===== src/rtl/input_conditioner.sv =====
// input_conditioner: per-channel synchroniser, debounce FSM and one-cycle edge pulses
// for raw board inputs (switches, buttons, proximity io) feeding the core's input drivers.
// Optional build macro INCOND_STICKY_EN adds per-channel sticky press flags
// (sticky_clr / sticky_out) so software polling cannot miss short presses.
module input_conditioner #(
    parameter int unsigned       N_CH            = 6,
    parameter int unsigned       SYNC_STAGES     = 2,
    parameter int unsigned       DEBOUNCE_CYCLES = 4,
    parameter logic [N_CH-1:0]   RESET_VAL       = '0
) (
    input  logic            CLK,
    input  logic            RST_N,
    input  logic [N_CH-1:0] raw_in,
`ifdef INCOND_STICKY_EN
    input  logic [N_CH-1:0] sticky_clr,
    output logic [N_CH-1:0] sticky_out,
`endif
    output logic [N_CH-1:0] clean_out,
    output logic [N_CH-1:0] rise_pulse,
    output logic [N_CH-1:0] fall_pulse
);

    localparam int unsigned      CNT_W    = $clog2(DEBOUNCE_CYCLES + 1);
    localparam logic [CNT_W-1:0] CNT_ONE  = CNT_W'(1);
    localparam logic [CNT_W-1:0] CNT_LAST = CNT_W'(DEBOUNCE_CYCLES - 1);
    // With a one-cycle hold the stable states accept immediately, skipping the check states.
    localparam bit               SINGLE   = (DEBOUNCE_CYCLES == 1);

    typedef enum logic [1:0] {
        STABLE_LO = 2'd0,
        CHK_HI    = 2'd1,
        STABLE_HI = 2'd2,
        CHK_LO    = 2'd3
    } state_t;

    for (genvar i = 0; i < int'(N_CH); i++) begin : g_ch
        logic [SYNC_STAGES-1:0] sync_r;
        logic                   sync_lvl;
        state_t                 state_r;
        logic [CNT_W-1:0]       cnt_r;
        logic                   clean_r;
        logic                   rise_r;
        logic                   fall_r;

        assign sync_lvl = sync_r[SYNC_STAGES-1];

        // Metastability synchroniser; reset level matches the channel's reset value.
        always_ff @(posedge CLK or negedge RST_N) begin
            if (!RST_N) begin
                sync_r <= {SYNC_STAGES{RESET_VAL[i]}};
            end else begin
                sync_r <= {sync_r[SYNC_STAGES-2:0], raw_in[i]};
            end
        end

        // Debounce FSM: a new level must be seen DEBOUNCE_CYCLES times in a row to be accepted.
        always_ff @(posedge CLK or negedge RST_N) begin
            if (!RST_N) begin
                state_r <= RESET_VAL[i] ? STABLE_HI : STABLE_LO;
                cnt_r   <= '0;
                clean_r <= RESET_VAL[i];
                rise_r  <= 1'b0;
                fall_r  <= 1'b0;
            end else begin
                rise_r <= 1'b0;
                fall_r <= 1'b0;
                case (state_r)
                    STABLE_LO: begin
                        if (sync_lvl) begin
                            if (SINGLE) begin
                                state_r <= STABLE_HI;
                                cnt_r   <= '0;
                                clean_r <= 1'b1;
                                rise_r  <= 1'b1;
                            end else begin
                                state_r <= CHK_HI;
                                cnt_r   <= CNT_ONE;
                            end
                        end else begin
                            cnt_r <= '0;
                        end
                    end
                    CHK_HI: begin
                        if (!sync_lvl) begin
                            state_r <= STABLE_LO;
                            cnt_r   <= '0;
                        end else if (cnt_r == CNT_LAST) begin
                            state_r <= STABLE_HI;
                            cnt_r   <= '0;
                            clean_r <= 1'b1;
                            rise_r  <= 1'b1;
                        end else begin
                            cnt_r <= cnt_r + CNT_ONE;
                        end
                    end
                    STABLE_HI: begin
                        if (!sync_lvl) begin
                            if (SINGLE) begin
                                state_r <= STABLE_LO;
                                cnt_r   <= '0;
                                clean_r <= 1'b0;
                                fall_r  <= 1'b1;
                            end else begin
                                state_r <= CHK_LO;
                                cnt_r   <= CNT_ONE;
                            end
                        end else begin
                            cnt_r <= '0;
                        end
                    end
                    CHK_LO: begin
                        if (sync_lvl) begin
                            state_r <= STABLE_HI;
                            cnt_r   <= '0;
                        end else if (cnt_r == CNT_LAST) begin
                            state_r <= STABLE_LO;
                            cnt_r   <= '0;
                            clean_r <= 1'b0;
                            fall_r  <= 1'b1;
                        end else begin
                            cnt_r <= cnt_r + CNT_ONE;
                        end
                    end
                endcase
            end
        end

        assign clean_out[i]  = clean_r;
        assign rise_pulse[i] = rise_r;
        assign fall_pulse[i] = fall_r;

`ifdef INCOND_STICKY_EN
        logic sticky_r;
        logic accept_hi_c;

        // High exactly when the FSM will register a rising accept at this edge.
        assign accept_hi_c = sync_lvl &&
                             (((state_r == STABLE_LO) && SINGLE) ||
                              ((state_r == CHK_HI) && (cnt_r == CNT_LAST)));

        // Sticky press flag; a coincident set beats the clear.
        always_ff @(posedge CLK or negedge RST_N) begin
            if (!RST_N) begin
                sticky_r <= 1'b0;
            end else if (accept_hi_c) begin
                sticky_r <= 1'b1;
            end else if (sticky_clr[i]) begin
                sticky_r <= 1'b0;
            end
        end

        assign sticky_out[i] = sticky_r;
`endif
    end

endmodule

===== config.mk =====
export PLATFORM = sky130hd
export DESIGN_NAME = input_conditioner
export DESIGN_NICKNAME = d
export VERILOG_FILES = /design/src/rtl/input_conditioner.sv
export SDC_FILE = /design/constraint.sdc
export NUM_CORES = 1
export LEC_CHECK = 0
export CORE_MARGIN = 2
export CORE_UTILIZATION = 46
export CTS_CLUSTER_DIAMETER = 80
export DETAILED_ROUTE_END_ITERATION = 8
export PLACE_DENSITY = 0.71
export REMOVE_ABC_BUFFERS = 1
export SLEW_MARGIN = 20
export SYNTH_ARGS = -nofsm -noshare
export SYNTH_HDL_FRONTEND = slang
export SYNTH_SLANG_ARGS = --single-unit

===== constraint.sdc =====
create_clock -name CLK -period 1.5 [get_ports CLK]
set_input_delay 0.15 -clock CLK [delete_from_list [all_inputs] [get_ports CLK]]
set_output_delay 0.15 -clock CLK [all_outputs]
set_load 0.005 [all_outputs]

==> out/metrics.yaml <==
combPwrFrac_pct: 19.6
viasPerCell: 4.73
h-tree-depth: 3
cpMaxStageDelayCell: "clkdlybuf4s50_1"
clk_pin_slew_ps: 60
synth.distinct_cells: 25
ys_seq_area_share_pct: 62.2
hold_class: "primary input to flip-flop"
place_ws_ps: 252
cts_inserted_buffers: 9
multiInputGateArea_um2: 753
drtAntennaViolNets: 0
wl_met1_um: 1500
dr_wl_met3_um: 132
num_vias: 1306
crit_required_ps: 1350
top_layer: "met4"
instances_no_fill: 276
grt_max_degree: 61
synthCells: 183
leakage_uw: 0.00131
clk_latency_ps: 320
final-seq-area_um2: 1500
hp-start: "raw_in[3]"
reg2regPathDepth: 3
hold_path_depth: 1
drive_gt1_share_pct: 13.1
diodes: 0
cts_hold_buf: 1
post_cts_buffers: 0
grt_first_pass_wirelength_um: 5790
avgSynthCellArea_um2: 13.2
r2r-start: "g_ch[4].cnt_r[0]$_DFF_PN0_"
die_x_um: 76.4
crit_fanout: 3
sw_frac_of_total_pct: 28.3
start_util_pct: 47.6
holdPathEnd: "g_ch[3].sync_r[0]$_DFF_PN0_"
crit_buf_inv: 1
critPathKind: "flip-flop to output pin"
core_area_um2: 5070
die_h_um: 76.4
rows: 26
p_per_area_nw_per_um2: 1550
hpwl_um: 2110
setup_viol_count_final: 0
first_global_vias: 1321
yosys_warnings: 0
pwr-share-seq_pct: 51.9
start_kind: "flip-flop"
status: "finished clean"
grt_setup_unrepaired: "false"
peakVddDrop_mv: 0.751
finalCritPeriodShare_pct: 89.8
dr.pass1.iters: 4
post_cts_resized: 0
slew_headroom_pct: 79.8
clock-sinks: 60
drtIter0Drc: 55
port_buffers: 25
tns_ps: 0
switching_power_uw: 1230
finalCriticalPeriod_ps: 1350
place_inst: 260
hold_violations: 0
fin_skew_ps: 5.09
worst_path_largest_cell_delay_ps: 510
fmax_mhz: 743
r2r_slack_ps: 250
cp_data_arrival_time_ps: 1200
synth.ff_latch_count: 60
setup_ws_ps: 153
io_pins: 26
area_growth_pct: 16.2
drv_cap: 0
antenna_found_initial: 0
worst_pin_slew_ps: 302
finalNetCount: 216
root_buffer: "clkbuf_8"
grt_usage_pct: 12.9
final_cell_mix: "dfrtp_1 (60), clkdlybuf4s50_1 (24), nand2_1 (13)"
drc: 0
slew_viol_final: 0
wirelength_um: 3110
internal_power_uw: 3110
cts_tree: "done"
place_congestion: 0.759
clockBufferDepth: 2
num-fill-cells: 446
synthesis.area_um2: 2410
end_kind: "output pin"
crit_chain: "clkdlybuf4s50_1"
met2_length_um: 1380
grt_overflow_total: 0
final_common_cell: "dfrtp_1"
die-area_um2: 5840
power_frac_clock_pct: 28.4
path_delay_family: "buffers and inverters"
wl_per_cell_um: 11.3
hold_slack_ps: 267
-- cells in the mapped netlist --
library cell / instances / share of area [%]
inv_1: 5 / 0.78
a31oi_1: 1 / 0.26
xnor2_1: 1 / 0.36
nor3_2: 1 / 0.41
nor3_1: 4 / 0.83
and3b_1: 1 / 0.36
a21o_1: 1 / 0.31
and2_1: 8 / 2.1
nand2_1: 13 / 2.0
dfrtp_1: 60 / 62
nor3b_2: 6 / 3.1
o21ai_0: 12 / 2.5
nor2_1: 1 / 0.16
buf_2: 1 / 0.21
xor2_1: 6 / 2.2
buf_4: 18 / 5.6
nor3b_1: 12 / 3.7
and3_1: 1 / 0.26
mux2_1: 5 / 2.3
ha_1: 6 / 3.1
nand3b_1: 7 / 2.2
nand3b_4: 3 / 2.5
nor2b_1: 5 / 1.3
a21oi_1: 3 / 0.62
and2_2: 2 / 0.62
-- worst max-delay path by stage --
stage	startpoint	end	slack (ps)	depth (start not counted)
after floorplan	g_ch[4].cnt_r[0]$_DFF_PN0_	flip-flop	310	3
after global placement	g_ch[4].cnt_r[0]$_DFF_PN0_	flip-flop	280	3
after detailed placement	g_ch[4].cnt_r[0]$_DFF_PN0_	flip-flop	250	3
after CTS	g_ch[5].clean_r$_DFFE_PN0P_	clean_out[5]	110	1
after global routing	g_ch[4].clean_r$_DFFE_PN0P_	clean_out[4]	90	1
final	g_ch[1].clean_r$_DFFE_PN0P_	clean_out[1]	150	1
-- area by class of cell --
class | count | area share, %
well taps | 70 | 3.12
clock inverters | 2 | 0.357
repair buffers | 27 | 9.81
multi-input cells | 99 | 26.9
clock buffers | 13 | 5.66
flip-flops and latches | 60 | 53.5
inverters | 5 | 0.669
-- metrics by stage --
step / util (%) / total power, µW / cell area, µm²
after floorplan: - / 2880 / 2270
after global placement: 51.8 / 3120 / 2630
after detailed placement: 51.8 / 3150 / 2630
after CTS: 55.3 / 4420 / 2810
after global routing: 55.3 / 4670 / 2810
final: 55.3 / 4340 / 2810
-- routing by layer --
layer	vias to the layer above	global-route usage (%)
met5	-	0
li1	637	-
met2	28	18.7
met1	632	16.2
met3	9	4.50
met4	0	9.27
-- cells by family after synthesis --
kind of cell | synth area share [%]
compound gates | 3.68
xor+xnor | 2.54
fa+ha+maj | 3.11
buf+inv | 6.58
flops | 62.2
mux | 2.33
simple gates | 19.5
-- flip-flops by register name, indices dropped and copies added, names as in the netlist, named ones only --
name and cells:
g_ch.sync_r 12, g_ch.state_r 6, g_ch.fall_r 6, g_ch.clean_r 6, g_ch.cnt_r 18, g_ch.rise_r 6
-- power groups by stage --
stage          registers [µW]  clock network (µW)  logic (µW)
3_3_place_gp             2270                   0         847
4_1_cts                  2260                1290         875
3_5_place_dp             2280                   0         876
6_report                 2250                1230         851
2_1_floorplan            2230                   0         655
5_1_grt                  2310                1370         992
No activity file was read; power rests on OpenSTA's default activity.
